[src/rtl/mul_short_norm.sv]
// mul_short_norm: post-multiply normaliser for the short (subnormal-operand)
// path of the FP multiplier. It normalises the raw product, adjusts the
// exponent, and denormalises tiny results. The outputs are a truncated
// mantissa plus guard/round/sticky bits for the rounding stage. The block is
// a two-stage pipeline with valid/ready backpressure.
//
// Ports:
//   clk, rst_n            clock, asynchronous active-low reset
//   in_valid/in_ready     input handshake
//   in_sign, in_expo      product sign, signed biased exponent sum (EW bits)
//   in_prod               raw product (PW bits, MSB weight 2^1)
//   out_valid/out_ready   output handshake
//   out_sign, out_expo    result sign, biased exponent
//   out_mant              mantissa without the hidden bit
//   out_grs               guard, round, sticky
//   out_zero/unf/ovf      zero product, tiny result, exponent overflow
//
// Optional build macro: MUL_SHORT_NORM_FTZ_EN flushes tiny results to zero
// (sign kept, out_unf and out_zero set).

module mul_short_norm #(
  parameter int unsigned SIGN_W = 1,
  parameter int unsigned EXPO_W = 8,
  parameter int unsigned MANT_W = 23,
  localparam int unsigned PW = 2 * MANT_W + 2,
  localparam int unsigned EW = EXPO_W + 2
) (
  input  logic              clk,
  input  logic              rst_n,
  input  logic              in_valid,
  output logic              in_ready,
  input  logic [SIGN_W-1:0] in_sign,
  input  logic [EW-1:0]     in_expo,
  input  logic [PW-1:0]     in_prod,
  output logic              out_valid,
  input  logic              out_ready,
  output logic [SIGN_W-1:0] out_sign,
  output logic [EXPO_W-1:0] out_expo,
  output logic [MANT_W-1:0] out_mant,
  output logic [2:0]        out_grs,
  output logic              out_zero,
  output logic              out_unf,
  output logic              out_ovf
);

  localparam int unsigned LZ_W = $clog2(PW + 1);
  localparam int unsigned SH_W = $clog2(PW + 1);
  localparam logic signed [EW-1:0] E_MAX = EW'((1 << EXPO_W) - 1);

  // Stage 1 registers
  logic                     s1_valid;
  logic [SIGN_W-1:0]        s1_sign;
  logic signed [EW-1:0]     s1_e1;
  logic [PW-1:0]            s1_pn;
  logic                     s1_zero;

  logic                     s2_can_take;
  logic                     s1_load;
  logic [LZ_W-1:0]          lz;

  // Stage 2 next values
  logic [EXPO_W-1:0]        n_expo;
  logic [MANT_W-1:0]        n_mant;
  logic [2:0]               n_grs;
  logic                     n_zero;
  logic                     n_unf;
  logic                     n_ovf;
  logic [EW:0]              sh_raw;
  logic [SH_W-1:0]          sh;
  logic [2*PW-1:0]          wide;
  logic [PW-1:0]            pd;
  logic                     lost;

  assign s2_can_take = !out_valid || out_ready;
  assign in_ready    = !s1_valid || s2_can_take;
  assign s1_load     = in_valid && in_ready;

  // Leading-zero count; the highest set bit wins, all-zero gives PW.
  always_comb begin
    lz = LZ_W'(PW);
    for (int i = 0; i < int'(PW); i++) begin
      if (in_prod[i]) lz = LZ_W'(int'(PW) - 1 - i);
    end
  end

  // Stage 1: normalise and adjust the exponent.
  always_ff @(posedge clk or negedge rst_n) begin
    if (!rst_n) begin
      s1_valid <= 1'b0;
      s1_sign  <= '0;
      s1_e1    <= '0;
      s1_pn    <= '0;
      s1_zero  <= 1'b0;
    end else if (in_ready) begin
      s1_valid <= in_valid;
      if (s1_load) begin
        s1_sign <= in_sign;
        s1_e1   <= in_expo + EW'(1) - EW'(lz);
        s1_pn   <= in_prod << lz;
        s1_zero <= (in_prod == '0);
      end
    end
  end

  // Stage 2 combinational: classify and extract mantissa/GRS. The normal
  // case reuses the denormalising shifter with a shift of zero. Bits pushed
  // out of the bottom land in the lower half of 'wide' and feed sticky.
  always_comb begin
    n_expo = '0;
    n_mant = '0;
    n_grs  = '0;
    n_zero = 1'b0;
    n_unf  = 1'b0;
    n_ovf  = 1'b0;
    sh     = '0;
    sh_raw = (EW + 1)'(1) - {s1_e1[EW-1], s1_e1};
    wide   = '0;
    pd     = '0;
    lost   = 1'b0;
    if (s1_zero) begin
      n_zero = 1'b1;
    end else if (s1_e1 >= E_MAX) begin
      n_ovf  = 1'b1;
      n_expo = '1;
    end else begin
      if (s1_e1 > 0) begin
        n_expo = s1_e1[EXPO_W-1:0];
      end else begin
        n_unf = 1'b1;
        sh    = (sh_raw >= (EW + 1)'(PW)) ? SH_W'(PW) : SH_W'(sh_raw);
      end
      wide   = {s1_pn, {PW{1'b0}}} >> sh;
      pd     = wide[2*PW-1:PW];
      lost   = |wide[PW-1:0];
      n_mant = pd[PW-2 -: MANT_W];
      n_grs  = {pd[PW-MANT_W-2], pd[PW-MANT_W-3], (|pd[PW-MANT_W-4:0]) | lost};
`ifdef MUL_SHORT_NORM_FTZ_EN
      if (n_unf) begin
        n_mant = '0;
        n_grs  = '0;
        n_zero = 1'b1;
      end
`endif
    end
  end

  // Stage 2 registers: output payload.
  always_ff @(posedge clk or negedge rst_n) begin
    if (!rst_n) begin
      out_valid <= 1'b0;
      out_sign  <= '0;
      out_expo  <= '0;
      out_mant  <= '0;
      out_grs   <= '0;
      out_zero  <= 1'b0;
      out_unf   <= 1'b0;
      out_ovf   <= 1'b0;
    end else if (s2_can_take) begin
      out_valid <= s1_valid;
      if (s1_valid) begin
        out_sign <= s1_sign;
        out_expo <= n_expo;
        out_mant <= n_mant;
        out_grs  <= n_grs;
        out_zero <= n_zero;
        out_unf  <= n_unf;
        out_ovf  <= n_ovf;
      end
    end
  end

endmodule

[config.mk]
export PLATFORM = sky130hd
export DESIGN_NAME = mul_short_norm
export DESIGN_NICKNAME = d
export VERILOG_FILES = /design/src/rtl/mul_short_norm.sv
export SDC_FILE = /design/constraint.sdc
export NUM_CORES = 1
export LEC_CHECK = 0
export ABC_AREA = 1
export ABC_CLOCK_PERIOD_IN_PS = 8700
export CAP_MARGIN = 25
export CORE_ASPECT_RATIO = 0.5
export CORE_MARGIN = 2
export CORE_UTILIZATION = 40
export DETAILED_ROUTE_END_ITERATION = 10
export SYNTH_ARGS = -nofsm -noshare
export SYNTH_HDL_FRONTEND = slang
export SYNTH_SLANG_ARGS = --single-unit
[constraint.sdc]
create_clock -name clk -period 8.7 [get_ports clk]
set_clock_uncertainty 0.15 [all_clocks]
set_input_delay 0.87 -clock clk [delete_from_list [all_inputs] [get_ports clk]]
set_output_delay 0.87 -clock clk [all_outputs]
set_load 0.005 [all_outputs]
* After elaboration in Yosys (flattened, before gate mapping)
Index checks and enable logic that the tools add are counted.
** Word-level totals
- Logic and storage cells :: 97
- Memory bits (writable) :: 0
- Bits in registers :: 100
- Bits in latches :: 0
- Memory bits (read-only) :: 0
- Output and inout port bits :: 40
- Memories kept :: 0
** Operators by class
- Eq/ne operators :: 0
- Multiplexer cells :: 65
- Bitwise logic cells :: 1
- $mul :: 0
- $lt $le $gt $ge :: 3
- Div/mod/pow operators :: 0
- Reduce and logical (&&, ||, !) cells :: 10
- Add/sub/neg operators :: 3
- Shift-type cells :: 2
** Operator list (number)
- $mux 6 :: 49
- $shr 96x6->95 :: 1
- $logic_not 48->1 :: 1
- $reduce_or 48->1 :: 1
- $shl 48x6->48 :: 1
- $mux 23 :: 2
- $mux 8 :: 3
- $reduce_or 22->1 :: 1
- $mux 5 :: 3
- $ge 11x6->1 const B :: 1
- $sub 2x10->11 const A :: 1
- $add 10x1->10 const B :: 1
- $ge 10x9->1 const B :: 1
- $gt 10x1->1 const B :: 1
- $sub 10x6->10 :: 1
- $mux 1 :: 6
- $mux 3 :: 2
- $reduce_and 2->1 :: 2
- $logic_not 1->1 :: 2
- $logic_or 1x1->1 :: 2
- $logic_and 1x1->1 :: 1
- $or 1x1->1 :: 1

* Longest topological paths before layout
- Word-level depth :: 49
- Depth in mapped cells :: 64
- Gate-level depth less buffers :: 63

* Least setup slack after synthesis
No wires, ideal clock.
- Kind :: input to register
- Start point :: input port in_prod[1]
- End point :: register s1_e1[9]
- Stages on the path :: 64
- Slack :: 3.069 ns
- Setup time :: 0.135 ns
- Required time :: 8.415 ns
- Arrival time :: 5.346 ns
- Buffers on the path :: 1
- Cells stage by stage :: inv_1 nand2_1 nand2_1 nand2_1 nand2_1 nand2_1 nand2_1 nand2_1 nand2_1 nand2_1 nand2_1 nand2_1 nand2_1 nand2_1 nand2_1 nand2_1 nand2_1 nand2_1 [28 not listed] nand2_1 buf_2 inv_2 ha_1 ha_1 fa_1 a21oi_1 nor2_1 nor2_1 nor2_1 nor2_1 nor2_1 nor2_1 nor2_1 or2_2 a21oi_1 xor2_1 o21ai_0
** Between the ends
- Cells in the longest elaborated chain, start to end :: 48
** RTL lines
- from (decl) :: line 34 : input logic [PW-1:0] in_prod,
- $mux 5 (2 in a row) :: line 82 : if (in_prod[i]) lz = LZ_W'(int'(PW) - 1 - i);
- $mux 6 (45 in a row) :: line 82
- $sub 10x6->10 :: line 98 : s1_e1 <= in_expo + EW'(1) - EW'(lz);
- to (signal assigned) :: line 98
- to (decl) :: line 53 : logic signed [EW-1:0] s1_e1;
Every way passes these cells.
A chain may end at the register's enable or synchronous reset.

* Worst setup path in the final report
- Start point :: input port in_prod[0]
- End point :: register s1_e1[9]
** Between the ends
- Cells in the longest elaborated chain, start to end :: 49
** RTL lines (line)
- $mux 5 (3 in a row) :: 82
- $mux 6 (45 in a row) :: 82
- $sub 10x6->10 :: 98
Every way passes these cells.

==> metrics.cfg <==
[outcome]
status=completed

[timing]
min_period_ns=5.95
tns_ns=0
finalSetupViolations=0
relSlewSlack=0.331
fmax_mhz=168
hold_violations=0
drv_slew=0
finalWorstSetupSlack_ns=2.75
finalHoldWorstSlack_ns=0.267
grt_setup_unrepaired=no
period_share=0.684
max_slew.worst_pin.slew_ns=0.998

[global_route]
antenna_found_initial=0
grt_pass1_vias=10300
use_met3=0.0311
grt.total_usage=0.251
grt_pass1_wl_um=55200
gr-usage-met1=0.390
grt.busiest_layer=met1
grt_overflow_total=0
met2_usage=0.368
grt_max_degree=75

[finish]
drive_above_1_share=0.0405
final_common_cell=nand2_1
nets=1899
area_delta_synth_final_pct=15.1
mostFrequentLayoutCells=585 x nand2_1, 303 x nand3_1, 190 x o21ai_0
diodes=0
finalNonFillerCells=2169

[logic_synthesis]
yosysTopAreaCell=dfrtp_1
ys.flop_type=dfrtp_1
synth_cells=1791
postSynth.asyncResetShare=1.00
synth.avg_cell_area_um2=5.74
synth_top_area_frac=0.244
synth_area_leaders=dfrtp_1 24%, nand2_1 21%, nand3_1 15%
ys_types=46
netlist_area_um2=10300
yosys_warnings=0
synth-seq-cells=100
ys_seq_area_frac=0.244
synth_edf_count=0
synth_fp_nets=1870

[cts]
cts-hold-fix-buffers=0
cts_tree=yes
clk_latency_ns=0.37
cts.path.max_buffers=2
cts_setup_buffers=0
cts.sinks=100
cts-htree-levels=3
cts_buffers=9
clk_pin_slew_ns=0.08
ctsResizeCount=0
cts_root_buf=clkbuf_16

[routing]
drtIter0Drc=1077
viasPerCell=5.35
drc=0
first_pass_iters=6
vias=11600
drtAntennaViolNets=0
wl_um=34000
routedWlPerCell_um=15.7

[worst_setup_path]
path_max_fanout=5
crit_arrival_ns=6.03
endpoint_kind=flop
cpMaxStageDelayCell=clkdlybuf4s50_1
path_delay_family=simple AND/OR/NAND/NOR gates
critical_path_buf_inv_count=2
start_kind=input port
worst-setup-path-type=in2reg
critical_path_required_ns=8.78
crit_path_frequent_cell=nand2_1
crit_path_max_incr_delay_ns=0.55

[place]
dp_slack_ns=2.36
hpwl_um=26500
globalplace.congestion=0.917
io_buffers=102
dp_cells=2152

[floorplan]
initial_core_util=0.407
die_height_um=117
ios=103
rows=41
die_area_um2=27100
die_w_um=231
placeableCoreArea_um2=25200

[hold_path]
hold_path_class=in2async

[power_and_ir_drop]
ir_worst_vdd_mv=0.105
p_leak_nw=5.79
power_density_nw_per_um2=174

[run]
drv_cap=0

## report_power, final
part / internal, W / switching, W
combinational: 0.000375 / 0.000581
sequential: 0.000581 / 0.0000809
clock: 0.000233 / 0.000204
total: 0.00119 / 0.000865
## stage by stage
step,utilization,cell area [um^2],total power (W)
2_1_floorplan,-,10300,0.00123
3_3_place_gp,0.454,11500,0.00161
3_5_place_dp,0.454,11500,0.00162
4_1_cts,0.467,11800,0.00205
5_1_grt,0.468,11800,0.00222
6_report,0.468,11800,0.00205
## final timing paths
| check | start | cells after the start | to | slack [ns] |
|---|---|---|---|---|
| max | in_prod[0] | 63 | s1_e1[9] | 2.75 |
| min | rst_n | 1 | s1_pn[22] | 0.27 |
| max reg2reg | s1_e1[1] | 25 | out_grs[0] | 3.39 |
| min reg2reg | out_mant[2] | 2 | out_mant[2] | 0.33 |
| max in group asynchronous | rst_n | 2 | out_mant[4] | 6.90 |
| min in group clk | out_mant[2] | 2 | out_mant[2] | 0.33 |
## synth_stat cells, types with 14 or more instances
cell type,n
a21oi_1,35
buf_2,16
clkbuf_1,73
dfrtp_1,100
ha_1,15
inv_1,185
nand2_1,585
nand3_1,303
nand4_1,19
nor2_1,82
nor3_1,15
o21ai_0,190
o21ai_1,31
o22ai_1,14
## routing by layer
layer / vias to the layer above / wire [um]
met5: - / 0
met4: 0 / 544
met3: 34 / 1890
met2: 346 / 14200
met1: 5253 / 17400
li1: 5971 / -
## sequential cells by signal, summed over array words and instances, names as in the netlist
name,cells
out_grs,3
out_valid,1
out_sign,1
out_expo,8
s1_zero,1
s1_valid,1
out_unf,1
out_mant,23
s1_e1,10
s1_pn,48
out_ovf,1
s1_sign,1
out_zero,1
## final cells by class
type | instances | area [um^2]
tap | 344 | 430
timing repair buffer | 124 | 1200
inverter | 199 | 747
clock inverter | 7 | 100
fill | 2800 | 13400
sequential | 100 | 2500
multi-input combinational | 1386 | 6610
clock buffer | 9 | 225
## cell families (layout without fill, tap and decap cells)
family | after synthesis | count (layout) | share of synthesized area
compound gates | 322 | 322 | 0.176
xor+xnor | 8 | 8 | 0.00682
fa+ha+maj | 16 | 16 | 0.0202
buf+inv | 305 | 339 | 0.117
flops | 100 | 100 | 0.244
mux | 5 | 5 | 0.00487
simple gates | 1035 | 1035 | 0.432
(Power assumes the default switching activity.)
